==> src/rtl/five_stage_hazard_pkg.sv <==
// five_stage_hazard_pkg: shared types and constants for the pipeline hazard unit
package five_stage_hazard_pkg;
  typedef enum logic {IDLE, WAIT} wait_state_t;
  localparam int REG_IDX_W = 5;
  localparam logic [REG_IDX_W-1:0] REG_ZERO = 5'd0;
  function automatic logic load_use(
    input logic valid,
    input logic mem_read,
    input logic [REG_IDX_W-1:0] rd,
    input logic [REG_IDX_W-1:0] rs1,
    input logic [REG_IDX_W-1:0] rs2
  );
    return valid & mem_read & (rd != REG_ZERO) & ((rd == rs1) | (rd == rs2));
  endfunction
endpackage

==> src/rtl/five_stage_hazard_unit_mem_wait_tracker.sv <==
// mem_wait_tracker: per-side outstanding-transaction FSM with timeout watchdog
module mem_wait_tracker
  import five_stage_hazard_pkg::*;
#(
  parameter int MEM_TIMEOUT = 255
) (
  input  logic clock,
  input  logic reset,
  input  logic req,
  input  logic resp_valid,
  output logic hazard,
  output logic timeout_pulse
);
  localparam int CW = $clog2(MEM_TIMEOUT + 1);
  localparam logic [CW-1:0] CNT_MAX = CW'(MEM_TIMEOUT);
  localparam logic [CW-1:0] CNT_ONE = CW'(1);
  wait_state_t state_q, state_d;
  logic [CW-1:0] cnt_q, cnt_d;
  logic expired;
  always_comb begin
    expired = (state_q == WAIT) & (cnt_q == CNT_MAX) & ~resp_valid;
    timeout_pulse = expired;
    state_d = state_q;
    cnt_d = cnt_q;
    hazard = 1'b0;
    if (state_q == IDLE) begin
      hazard = req & ~resp_valid;
      state_d = hazard ? WAIT : IDLE;
      cnt_d = hazard ? CNT_ONE : '0;
    end else begin
      // a completed, expired or flushed transaction all return to IDLE with a cleared counter
      hazard = ~resp_valid & ~expired;
      state_d = (resp_valid | expired | ~req) ? IDLE : WAIT;
      cnt_d = (resp_valid | expired | ~req) ? '0 : cnt_q + CNT_ONE;
    end
  end
  always_ff @(posedge clock or negedge reset) begin
    if (!reset) begin
      state_q <= IDLE;
      cnt_q <= '0;
    end else begin
      state_q <= state_d;
      cnt_q <= cnt_d;
    end
  end
endmodule

==> src/rtl/five_stage_hazard_unit.sv <==
// five_stage_hazard_unit: load-use, control and memory-wait hazards; HAZARD_STATS_EN adds cycle counters
module five_stage_hazard_unit
  import five_stage_hazard_pkg::*;
#(
  parameter int CORE = 0,
  parameter int MEM_TIMEOUT = 255,
  parameter int CNT_WIDTH = 32
) (
  input  logic                 clock,
  input  logic                 reset,
  input  logic                 decode_valid,
  input  logic [REG_IDX_W-1:0] decode_rs1,
  input  logic [REG_IDX_W-1:0] decode_rs2,
  input  logic                 decode_jal,
  input  logic [REG_IDX_W-1:0] execute_rd,
  input  logic                 execute_mem_read,
  input  logic                 execute_branch_taken,
  input  logic                 execute_jalr,
  input  logic                 i_mem_req,
  input  logic                 i_mem_resp_valid,
  input  logic                 d_mem_req,
  input  logic                 d_mem_resp_valid,
  output logic                 true_data_hazard,
  output logic                 d_mem_hazard,
  output logic                 i_mem_hazard,
  output logic                 JALR_branch_hazard,
  output logic                 JAL_hazard,
`ifdef HAZARD_STATS_EN
  output logic [CNT_WIDTH-1:0] stat_load_use,
  output logic [CNT_WIDTH-1:0] stat_d_wait,
  output logic [CNT_WIDTH-1:0] stat_i_wait,
  output logic [CNT_WIDTH-1:0] stat_ctrl,
`endif
  output logic [1:0]           mem_timeout_error
);
  logic i_to, d_to;
  logic [1:0] err_q;
  // CORE only tags scan/debug; CNT_WIDTH matters only with statistics enabled
  if (CORE < 0 || CNT_WIDTH < 1) begin : g_param_chk
  end
  assign true_data_hazard = load_use(decode_valid, execute_mem_read, execute_rd, decode_rs1, decode_rs2);
  assign JALR_branch_hazard = execute_branch_taken | execute_jalr;
  assign JAL_hazard = decode_valid & decode_jal;
  assign mem_timeout_error = err_q;
  mem_wait_tracker #(.MEM_TIMEOUT(MEM_TIMEOUT)) u_i_wait (
    .clock(clock), .reset(reset), .req(i_mem_req), .resp_valid(i_mem_resp_valid),
    .hazard(i_mem_hazard), .timeout_pulse(i_to)
  );
  mem_wait_tracker #(.MEM_TIMEOUT(MEM_TIMEOUT)) u_d_wait (
    .clock(clock), .reset(reset), .req(d_mem_req), .resp_valid(d_mem_resp_valid),
    .hazard(d_mem_hazard), .timeout_pulse(d_to)
  );
  always_ff @(posedge clock or negedge reset) begin
    if (!reset) err_q <= 2'b00;
    else err_q <= err_q | {d_to, i_to};
  end
`ifdef HAZARD_STATS_EN
  logic [3:0] ev;
  logic [CNT_WIDTH-1:0] stat_q [4];
  assign ev = {JALR_branch_hazard | JAL_hazard, i_mem_hazard, d_mem_hazard, true_data_hazard};
  for (genvar g = 0; g < 4; g++) begin : g_stat
    always_ff @(posedge clock or negedge reset) begin
      if (!reset) stat_q[g] <= '0;
      else if (ev[g] && !(&stat_q[g])) stat_q[g] <= stat_q[g] + 1'b1;
    end
  end
  assign stat_load_use = stat_q[0];
  assign stat_d_wait = stat_q[1];
  assign stat_i_wait = stat_q[2];
  assign stat_ctrl = stat_q[3];
`endif
endmodule

==> config.mk <==
export PLATFORM = sky130hd
export DESIGN_NAME = five_stage_hazard_unit
export DESIGN_NICKNAME = d
export VERILOG_FILES = /design/src/rtl/five_stage_hazard_pkg.sv /design/src/rtl/five_stage_hazard_unit_mem_wait_tracker.sv /design/src/rtl/five_stage_hazard_unit.sv
export SDC_FILE = /design/constraint.sdc
export NUM_CORES = 1
export LEC_CHECK = 0
export CAP_MARGIN = 30
export CORE_MARGIN = 1
export CORE_UTILIZATION = 35
export DETAILED_ROUTE_END_ITERATION = 10
export PLACE_DENSITY_LB_ADDON = 0.3
export SYNTH_ARGS = -nofsm -noshare
export SYNTH_HDL_FRONTEND = slang
export SYNTH_HIERARCHICAL = 1
export SYNTH_SLANG_ARGS = --single-unit
export TNS_END_PERCENT = 10
==> constraint.sdc <==
create_clock -name clock -period 3.1 [get_ports clock]
set_clock_uncertainty 0.05 [all_clocks]
set_input_delay 0.465 -clock clock [delete_from_list [all_inputs] [get_ports clock]]
set_output_delay 0.465 -clock clock [all_outputs]
set_load 0.02 [all_outputs]
* Word level (Yosys, flattened, before mapping)
Cells that the tools add are included.
Word-level totals: register bits after elaboration 20, logic and storage cells 51
Operators by class: $add $sub $neg 2, equality and inequality tests 4, multiplexer cells 14, bitwise gates (word level) 25, reductions and logical operators 1
Operators by type and width (count):
- 2-to-1 mux 8 bit | 4
- adder 8 x 1 -> 8 bit (second input constant) | 2
- equality test 8 bit (second input constant) | 2
- AND 1 bit | 12
- equality test 5 bit | 2
- 2-to-1 mux 1 bit | 10
- NOT 1 bit | 6
- OR 1 bit | 6
- nonzero test 5 bit | 1
- OR 2 bit | 1

* Depth between registers and ports, before layout
Gate-level depths: netlist (run 1).
word-level depth 7, gate-level depth with buffers 4

* Cells and area by module
Netlist (run 1), hierarchy kept.
Modules (own cells, without submodules):
- mem_wait_tracker | times used 2, cells an instance 45, area each 456.7 µm², sequential area each 225.2 µm²
- five_stage_hazard_unit | times used 1, cells an instance 23, area each 207.7 µm², sequential area each 50.0 µm²

* Least setup slack after synthesis (run 1)
OpenSTA, ideal clock, no wires.
path type register to output, start reg u_d_wait.cnt_q[0], end out d_mem_hazard, data arrival time 1.442 ns, data required time 2.585 ns, path slack 1.143 ns, stages on the path, launching flop included 5, cells stage by stage dfrtp_1 -> ha_1 -> nand4_1 -> nor2_1 -> a211oi_1
On the way: word-level cells in the longest chain between the ends 6
RTL lines:
- start, declared | RTL line five_stage_hazard_unit_mem_wait_tracker.sv:18 | logic [CW-1:0] cnt_q, cnt_d;
- start signal, assigned | RTL line five_stage_hazard_unit_mem_wait_tracker.sv:43 | cnt_q <= cnt_d;
- equality test 8 bit | RTL line five_stage_hazard_unit_mem_wait_tracker.sv:21 | expired = (state_q == WAIT) & (cnt_q == CNT_MAX) & ~resp_valid;
- AND 1 bit (2 in series) | RTL line five_stage_hazard_unit_mem_wait_tracker.sv:21
- NOT 1 bit | RTL line five_stage_hazard_unit_mem_wait_tracker.sv:32 | hazard = ~resp_valid & ~expired;
- AND 1 bit | RTL line five_stage_hazard_unit_mem_wait_tracker.sv:32
- 2-to-1 mux 1 bit | RTL line five_stage_hazard_unit_mem_wait_tracker.sv:26 | if (state_q == IDLE) begin
- end, declared | RTL line five_stage_hazard_unit.sv:24 | output logic d_mem_hazard,
Every way passes these cells.

* Worst setup path in the final report (run 1)
start in execute_rd[2], end out true_data_hazard
On the way: word-level cells in the longest chain between the ends 3, elaborated cells between the ends (all ways) 6
RTL lines:
- start, declared | RTL line five_stage_hazard_unit.sv:15 | input logic [REG_IDX_W-1:0] execute_rd,
- equality test 5 bit / nonzero test 5 bit (equally long branches) | RTL line five_stage_hazard_pkg.sv:13 | return valid & mem_read & (rd != REG_ZERO) & ((rd == rs1) | (rd == rs2));
- OR 1 bit / AND 1 bit (equally long branches) | RTL line five_stage_hazard_pkg.sv:13
- AND 1 bit (*) | RTL line five_stage_hazard_pkg.sv:13
- end, declared | RTL line five_stage_hazard_unit.sv:23 | output logic true_data_hazard,
Every way passes the cells marked *; elsewhere a longest branch is shown, timed or not.

==> results.md, run 1 <==
* Status: complete, no violations
* Mapped Cells at 113
* Cts repair resizes at 0
* Peak supply drop at 0.2218 mV
* # setup viols final at 0
* Mapped cell area at 1121 um^2
* Port Buffer Count at 32
* CTS Buf Count at 3
* Yosys reg bits at 20
* RSZ-0062 raised after global routing: false
* DP Area at 1496 um^2
* Critical path fanouts, max at 3
* Distinct cells, synth at 29
* Initial Util at 36.72%
* Final non-filler cell area at 1533 um^2
* Fin crit share at 89.42%
* Die span in y at 58.60 um
* RD Place Congestion at 0.6769
* Total wire length at 2418 um
* Yosys top cell area share at 44.64%
* Detailed placement HPWL at 1917 um
* Final core occ at 50.20%
* Largest net degree at the start of global routing at 21
* First-pass GRT wire length at 4071 um
* Worst setup SP type: input pin
* Worst Setup SP: execute_rd[2]
* Core Region at 3053 um^2
* Share of layout cells above drive strength 1 at 8.054%
* Ranking of synthesized cells by area: dfrtp_1, xor2_1, xnor2_1, a21oi_1, nand3_1
* Routed Antenna Nets at 0
* Fin. Hold Viols at 0
* CTS tree: built
* PD cells at 322.0 nW/um^2
* Maximum root-to-sink buffer count at 2
* Syn_area_per_cell at 9.921 um^2
* Hold Slack at 0.4397 ns
* Hold Path Class: flip-flop to flip-flop
* Die area at 3433 um^2
* Endpoint class of the critical path: output port
* Area leader, netlist: dfrtp_1
* Tot GR Track Use at 15.46%
* Fillers at 311
* Vias at 958
* Yosys warns at 6
* H-tree level count at 1
* Die W at 58.60 um
* FMAX at 360.8 MHz
* Clock transition at the registers of the reported paths at 0.11 ns
* Antenna cells at 0
* Slew @ Worst Pin at 0.8774 ns
* Congestion Overflow GR at 0
* # rows at 20
* Final Max Slew Viols at 0
* Setup_tns at 0 ns
* Setup repair bufs after CTS at 0
* Crit Path Class: input pin to output port
* Critical Path AT at 2.26 ns
* DRC at 0
* Worst Path Required at 2.58 ns
* Worst-skew pair later-pin latency at 0.30 ns
* Initial antenna violation count at 0
* Tmin final at 2.772 ns
* Hold path startpoint: mem_timeout_error[0]
* Routed WL per cell at 12.53 um
* Nets at 178
* Post-Synthesis Net Count at 141
* Syn-to-layout area delta at 36.72%
* Max Cap Viol at 0
* Max-slew headroom at 41.32%
* TritonRoute pass-1 iters at 4
* Hold_buf cts at 0
* Vias in the first global route at 957
* Root buffer cell: clkbuf_4
* Seq/Total Area, Yosys at 44.64%
* IO Pins at 33
* # clock sinks at 20
* DRT iter0 DRCs at 25
* LEAKAGE at 0.5891 nW
* Vias per cell at 4.964
* Worst reg2reg startpoint: u_i_wait/cnt_q[0]
==> synthesized netlist by cell type <==
cell / number
o21bai_1: 2
or2_2: 3
o211ai_2: 1
inv_1: 2
or4_1: 1
a311oi_1: 2
nand3b_1: 4
nand2b_1: 4
o211ai_1: 2
a21oi_1: 9
nor3_1: 4
nand2_1: 4
ha_1: 2
and2_1: 1
dfrtp_1: 20
a31oi_1: 2
xor2_1: 10
and4_2: 2
nor4b_1: 2
a211oi_1: 2
xnor2_1: 6
or3_1: 2
and3_1: 2
nand3_2: 2
o21ai_0: 2
nand3_1: 6
nor2_1: 8
nand4_1: 4
nor3b_1: 2
==> metal layers <==
| layer | up-vias | track usage [%] | wire length (um) |
|---|---|---|---|
| li1 | 490 | - | - |
| met1 | 459 | 20.20 | 1149 |
| met2 | 7 | 26.11 | 1206 |
| met3 | 2 | 1.978 | 40 |
| met4 | 0 | 6.122 | 21 |
| met5 | - | 0 | 0 |
==> flip-flops by register name (all words and copies together) (netlist names) <==
name / flops
mem_timeout_error: 2
u_d_wait/cnt_q: 8
u_d_wait/state_q: 1
u_i_wait/cnt_q: 8
u_i_wait/state_q: 1
==> through the flow <==
step	total power [mW]	setup slack [ns]	std cells
after floorplan	0.2976	1.143	113
after global placement	0.3484	0.3836	189
after detailed placement	0.3508	0.3221	189
after CTS	0.5018	0.3149	193
after global routing	0.5161	0.1886	193
final	0.4936	0.3281	193
==> critical path, cell delays in order <==
cell	delay (ns)
clkdlybuf4s50_1	0.48
or4_1	0.56
o211ai_2	0.16
a21oi_1	0.06
clkdlybuf4s50_1	0.53
==> final timing paths <==
check	depth (start not counted)	end	slack, ns
min in group asynchronous	1	u_d_wait/cnt_q[5]	0.60
worst min-delay path	1	mem_timeout_error[0]	0.44
max in group asynchronous	1	u_d_wait/cnt_q[3]	1.85
worst min register to register	1	mem_timeout_error[0]	0.44
worst max register to register	4	mem_timeout_error[0]	1.63
worst max-delay path	5	true_data_hazard	0.33
==> cell families after synthesis <==
family	share of synthesized area [%]
flops	44.64
simple gates	27.23
fa+ha+maj	2.232
xor+xnor	12.50
compound gates	12.72
buf+inv	0.6699
==> power breakdown <==
group | internal [mW] | switching (mW)
clock network | 0.0715 | 0.0771
logic | 0.0468 | 0.0305
registers | 0.264 | 0.00387
total | 0.382 | 0.111
==> layout by cell type, fill, tap and decap left out, types with 2 or more instances in the layout <==
master | netlist | layout
a211oi_1 | 2 | 2
a21oi_1 | 9 | 9
a311oi_1 | 2 | 2
a31oi_1 | 2 | 2
and3_1 | 2 | 2
and4_2 | 2 | 2
clkbuf_4 | 0 | 3
clkdlybuf4s50_1 | 0 | 32
dfrtp_1 | 20 | 20
ha_1 | 2 | 2
inv_1 | 2 | 2
nand2_1 | 4 | 4
nand2b_1 | 4 | 4
nand3_1 | 6 | 6
nand3_2 | 2 | 2
nand3b_1 | 4 | 4
nand4_1 | 4 | 4
nor2_1 | 8 | 8
nor3_1 | 4 | 4
nor3b_1 | 2 | 2
nor4b_1 | 2 | 2
o211ai_1 | 2 | 2
o21ai_0 | 2 | 2
o21bai_1 | 2 | 2
or2_2 | 3 | 3
or3_1 | 2 | 2
xnor2_1 | 6 | 6
xor2_1 | 10 | 10
==> cell type report <==
cell class                      count  area (um^2)  area share [%]
Clock buffer                        4        36.28           2.367
Inverter                            2        7.507          0.4898
Multi-Input combinational cell     91        613.1           40.00
Sequential cell                    20        500.5           32.65
Tap cell                           44        55.05           3.592
Timing Repair Buffer               32        320.3           20.90
No activity file was read; power rests on OpenSTA's default activity.
==> run 2: changes to the inputs <==
--- a/config.mk
+++ b/config.mk
@@ -9,6 +9,7 @@
 export CORE_MARGIN = 1
 export CORE_UTILIZATION = 35
 export DETAILED_ROUTE_END_ITERATION = 10
+export DONT_BUFFER_PORTS = 1
 export PLACE_DENSITY_LB_ADDON = 0.3
 export SYNTH_ARGS = -nofsm -noshare
 export SYNTH_HDL_FRONTEND = slang
==> run 2 against run 1 <==
Net effect:
- flip-flop and latch count did not move
- routed wire length fell by 19%
- power fell by 8.6%
- die area did not move
- count of clock-buffer cells in the layout did not move
- critical path type is now flip-flop to output port
- highest routed layer is now met3
- clock power barely moved
- non-clock buffer count fell by 31
- largest power group unchanged
- final cell count fell by 16%
- sequential power barely moved
- worst setup slack improved by 0.38 ns
- register-to-register slack improved by 0.08 ns
- design area fell by 20%
==> results.md, run 2 (synthesis results as in run 1) <==
* CP top delay family: compound AO/OA/AOI/OAI gates
* Commonest non-fill, non-tap cells in the layout: dfrtp_1, xor2_1, a21oi_1
* Worst R2R Setup Slack at 1.71 ns
* Largest net degree at the start of global routing at 21
* Vias in the first global route at 761
* Vias at 834
* Worst reg2reg startpoint: u_d_wait/cnt_q[0]
* Total wire length at 1957 um
* Fin. Hold Viols at 0
* Root buffer cell: clkbuf_4
* Final core occ at 40.04%
* Initial Util at 36.72%
* Commonest non-fill, non-tap cell in the layout: dfrtp_1
* CTS tree: built
* Nets at 147
* Syn-to-layout area delta at 9.040%
* CTS Buf Count at 3
* Peak supply drop at 0.2282 mV
* # rows at 20
* H-tree level count at 1
* Clock transition at the registers of the reported paths at 0.11 ns
* Endpoint class of the critical path: output port
* Setup_tns at 0 ns
* FMAX at 418.1 MHz
* Worst Hold Depth at 2
* Final non-filler cell area at 1222 um^2
* CP Cell Sequence: ha_1 -> nand4_1 -> nor2_1 -> a211oi_1
* Max Cap Viol at 0
* Max-slew headroom at 41.31%
* DP Cell Count at 157
* # clock sinks at 20
* TritonRoute pass-1 iters at 6
* Sum of buffers and inverters on the critical path at 0
* Die area at 3433 um^2
* Die span in y at 58.60 um
* Status: complete, no violations
* Critical path fanouts, max at 5
* Hold Path End: u_i_wait/state_q
* Antenna cells at 0
* Worst Path Required at 2.58 ns
* Worst Setup SP: u_d_wait/cnt_q[0]
* DP Area at 1176 um^2
* DRC at 0
* Die W at 58.60 um
* Detailed placement HPWL at 1550 um
* RD Place Congestion at 0.7878
* Tmin final at 2.392 ns
* Initial antenna violation count at 0
* PD cells at 369.1 nW/um^2
* IO Pins at 33
* Port Buffer Count at 0
* Slew @ Worst Pin at 0.8774 ns
* Crit Path Class: flip-flop to output port
* LEAKAGE at 0.4701 nW
* Tot GR Track Use at 12.33%
* RR Endpoint: u_d_wait/cnt_q[6]
* Vias per cell at 5.148
* First-pass GRT wire length at 3263 um
* Worst path slowest cell: a211oi_1
* # setup viols final at 0
* Worst-skew pair later-pin latency at 0.29 ns
* Share of layout cells above drive strength 1 at 10.17%
* Worst setup SP type: flip-flop
* Congestion Overflow GR at 0
* Routed Antenna Nets at 0
* Non-Filler Instances at 162
* Hold path startpoint: i_mem_req
* Final Max Slew Viols at 0
* Fin crit share at 77.16%
* Worst path max stage delay at 0.63 ns
* DRT iter0 DRCs at 6
* FF-to-FF path depth at 4
* Hold Path Class: input pin to flip-flop
* Core Region at 3053 um^2
* Routed WL per cell at 12.08 um
* Critical Path AT at 1.88 ns
* Maximum root-to-sink buffer count at 2
* RSZ-0062 raised after global routing: false
[run 2: cell types whose count changed in the layout (fill, tap and decap cells not counted), sizes merged]
cell and delta:
dlygate4sd3 +1, clkdlybuf4s50 -32
[run 2: through the flow]
| step | setup WS [ns] | hold slack (ns) | total power, mW |
|---|---|---|---|
| 2_1_floorplan | 1.143 | 0.1194 | 0.2976 |
| 3_3_place_gp | 1.074 | 0.1204 | 0.3009 |
| 3_5_place_dp | 1.043 | 0.1204 | 0.3013 |
| 4_1_cts | 0.7014 | 0.2605 | 0.4549 |
| 5_1_grt | 0.5818 | 0.2453 | 0.4710 |
| 6_report | 0.7082 | 0.2635 | 0.4513 |
[run 2: worst max-delay path by stage]
stage	depth (start not counted)	to	slack [ns]
final	4	d_mem_hazard	0.71
after global routing	4	d_mem_hazard	0.58
after CTS	4	d_mem_hazard	0.70
after detailed placement	4	d_mem_hazard	1.04
after global placement	4	d_mem_hazard	1.07
after floorplan	4	d_mem_hazard	1.14
[run 2: power breakdown]
| group | leakage [nW] | switching, mW | internal [mW] | total, mW |
|---|---|---|---|---|
| combinational | 0.174 | 0.0188 | 0.0154 | 0.0343 |
| sequential | 0.275 | 0.00360 | 0.264 | 0.267 |
| clock | 0.0210 | 0.0781 | 0.0715 | 0.150 |
| total | 0.470 | 0.101 | 0.351 | 0.451 |
[run 2: layer usage]
layer / global-route usage (%) / up-vias / share of wire [%]
met5: 0 / - / 0
met4: 4.082 / 0 / 0
met3: 2.637 / 0 / 3.0
met2: 17.73 / 9 / 47
met1: 18.40 / 401 / 50
li1: - / 424 / -
[run 2: layout make-up]
type | instances | area [um^2]
fillers | 328 | 1831
multi-input cells | 91 | 613.1
flip-flops and latches | 20 | 500.5
well taps | 44 | 55.05
clock buffers | 4 | 36.28
repair buffers | 1 | 10.01
inverters | 2 | 7.507
[run 2: what timing repair did]
action,CTS,global route
hold endpoints to repair,20,0
hold buffers,1,0
resized for setup,0,0
setup endpoints to repair,0,0
setup buffers,0,0
==> RTL edit: new RTL, flow settings as in run 2 <==
Put a register stage on the outputs `true_data_hazard`, `JALR_branch_hazard` and `JAL_hazard`. The values now appear one clock later. The other outputs are not delayed to match.
--- a/src/rtl/five_stage_hazard_unit.sv
+++ b/src/rtl/five_stage_hazard_unit.sv
@@ -38,9 +38,11 @@
   // CORE only tags scan/debug; CNT_WIDTH matters only with statistics enabled
   if (CORE < 0 || CNT_WIDTH < 1) begin : g_param_chk
   end
-  assign true_data_hazard = load_use(decode_valid, execute_mem_read, execute_rd, decode_rs1, decode_rs2);
-  assign JALR_branch_hazard = execute_branch_taken | execute_jalr;
-  assign JAL_hazard = decode_valid & decode_jal;
+  always_ff @(posedge clock) begin
+    true_data_hazard   <= load_use(decode_valid, execute_mem_read, execute_rd, decode_rs1, decode_rs2);
+    JALR_branch_hazard <= execute_branch_taken | execute_jalr;
+    JAL_hazard         <= decode_valid & decode_jal;
+  end
   assign mem_timeout_error = err_q;
   mem_wait_tracker #(.MEM_TIMEOUT(MEM_TIMEOUT)) u_i_wait (
     .clock(clock), .reset(reset), .req(i_mem_req), .resp_valid(i_mem_resp_valid),
Function: changed (a bounded check fails within 4 cycles, from zero or initial values and one cycle with reset low).
==> RTL edit against run 2 <==
  * Critical path depth did not move
  * Cell count increased by 1.9%
  * Clock power fell by 9%
  * Worst setup slack lost 0.026 ns
  * Power up 6.1%
  * Area after synthesis is 5.4% higher
  * Wire length up 15%
  * Hold slack got worse by 0.060 ns
  * Synthesized cell count rose by 2.7%
  * Sequential cell count up 3
  * Final area is 4.2% higher
  * Non-clock buffer count unchanged
  * Critical path type unchanged
  * Critical endpoint unchanged
  * Largest cell class unchanged
==> RTL edit: results (changes against run 2) <==
- Status: complete, no violations
- VDD IR-drop max: 0.194 mV (-15%)
- Worst-path fanout max: 5 (unchanged)
- Layout cell share with drive strength beyond 1: 0.0992 (-0.00252)
- R2r startpoint: u_d_wait/cnt_q[0]
- # port buffers: 0 (unchanged)
- Num CTS Buffers: 3 (unchanged)
- R2r setup slk: 1.64 ns (-0.07 ns)
- Clock Pin Slew Worst Setup and Hold Paths: 0.13 ns (+0.02 ns)
- HP Start: execute_branch_taken
- Reg-to-reg critical path endpoint: u_d_wait/cnt_q[6]
- Max cap viols: 0 (unchanged)
- Reg2Reg Depth: 4 (unchanged)
- Async set or reset register ratio after synthesis: 0.870 (-0.130)
- Total Wirelength: 2250 µm (+15%)
- Worst slew margin: 0.396 (-0.0175)
- First-pass GRT wire length: 3780 µm (+16%)
- Setup Fix Bufs, Post-CTS: 0 (unchanged)
- Critical Path Max Stage Delay: 0.61 ns (-0.02 ns)
- Post-synthesis sequential area ratio: 0.475 (+0.0281)
- Worst path arrival time: 1.90 ns (+0.02 ns)
- Hold Slack: 0.204 ns (-0.0596 ns)
- Yosys warns: 6 (unchanged)
- Post-Syn Nets: 144 (+2.1%)
- GR Util All Layers: 0.142 (+0.0190)
- Worst hold path type: input port to flip-flop
- GP Congestion: 0.763 (-3.1%)
- Sw Share: 0.232 (+0.00946)
- Max clock buf depth: 2 (unchanged)
- Nets: 150 (+2.0%)
- Post-synthesis cell type count: 30 (+3.4%)
- # H-tree levels: 1 (unchanged)
- Diode count: 0 (unchanged)
- Hold EP: JALR_branch_hazard
- P_leak: 0.492 nW (+4.6%)
- First drt pass iteration count: 4 (-2)
- Vias in the first global route: 895 (+18%)
- Top delay family on crit path: compound AO/OA/AOI/OAI gates
- Post-place setup slack: 1.04 ns (-0.00654 ns)
- Drt initial violations: 45 (+39)
- Post-DP HPWL: 1700 µm (+9.4%)
- Root buffer cell: clkbuf_4
- WHS Path Cells: 1 (-1)
- Via count: 910 (+9.1%)
- Leading post-synthesis cells by cell area: dfrtp_1 42%, xor2_1 7.4%, dfxtp_1 5.1%
## RTL edit: cell count changes in the layout (fill, tap and decap cells not counted)
| cell | delta |
|---|---|
| clkbuf_8 | -1 |
| clkinv_2 | +1 |
| dfxtp_1 | +3 |
## RTL edit: metrics by stage
step	instances	instance area [µm²]	power, mW	utilization
2_1_floorplan	116	1180	0.339	-
3_3_place_gp	160	1240	0.342	0.395
3_5_place_dp	160	1240	0.343	0.395
4_1_cts	165	1270	0.489	0.407
5_1_grt	165	1270	0.507	0.407
6_report	165	1270	0.479	0.407
## RTL edit: layout make-up
type | instances | area (µm²)
Clock inverter | 1 | 5.00
Inverter | 2 | 7.51
Multi-Input combinational cell | 91 | 613
Sequential cell | 23 | 561
Tap cell | 44 | 55.1
Clock buffer | 3 | 22.5
Timing Repair Buffer | 1 | 10.0
Fill cell | 308 | 1850
## RTL edit: power groups by stage
stage | Sequential, mW | Clock (mW) | Combinational (mW)
2_1_floorplan | 0.315 | 0 | 0.0235
3_3_place_gp | 0.316 | 0 | 0.0263
3_5_place_dp | 0.316 | 0 | 0.0271
4_1_cts | 0.311 | 0.145 | 0.0333
5_1_grt | 0.312 | 0.158 | 0.0373
6_report | 0.311 | 0.136 | 0.0324
## RTL edit: cells by family after synthesis
logic type,after synthesis,share of synthesized area
buffers and inverters,2,0.00636
adder cells (fa/ha/maj),2,0.0212
XOR/XNOR,16,0.119
flip-flops,23,0.475
AO/OA/AOI/OAI,22,0.121
AND/OR/NAND/NOR,51,0.258
## RTL edit: worst max-delay path by stage
stage	startpoint	endpoint	slack (ns)	cells past startpoint
finish	u_d_wait/cnt_q[0]	d_mem_hazard	0.68	4
global route	u_d_wait/cnt_q[0]	d_mem_hazard	0.52	4
CTS	u_d_wait/cnt_q[0]	d_mem_hazard	0.67	4
detailed placement	u_d_wait/cnt_q[0]	d_mem_hazard	1.04	4
global placement	u_d_wait/cnt_q[0]	d_mem_hazard	1.08	4
floorplan	u_d_wait/cnt_q[0]	d_mem_hazard	1.14	4
## RTL edit: worst register-to-register path, cell delays in order (launching register included)
cell and delay, ns:
dfrtp_1 0.42, ha_1 0.25, nand3_2 0.14, or3_1 0.37, a21oi_1 0.15
## RTL edit: metal layers
| metal | GRT usage | vias up | wire length, µm |
|---|---|---|---|
| li1 | - | 437 | - |
| met4 | 0.0598 | 0 | 27 |
| met3 | 0.0303 | 2 | 107 |
| met1 | 0.179 | 441 | 1040 |
| met2 | 0.235 | 30 | 1080 |
| met5 | 0 | - | 0 |
## RTL edit: timing repair
| action | CTS | global route |
|---|---|---|
| endpoints found under the hold margin | 20 | 0 |
| hold buffers | 1 | 0 |
| resized for setup | 0 | 0 |
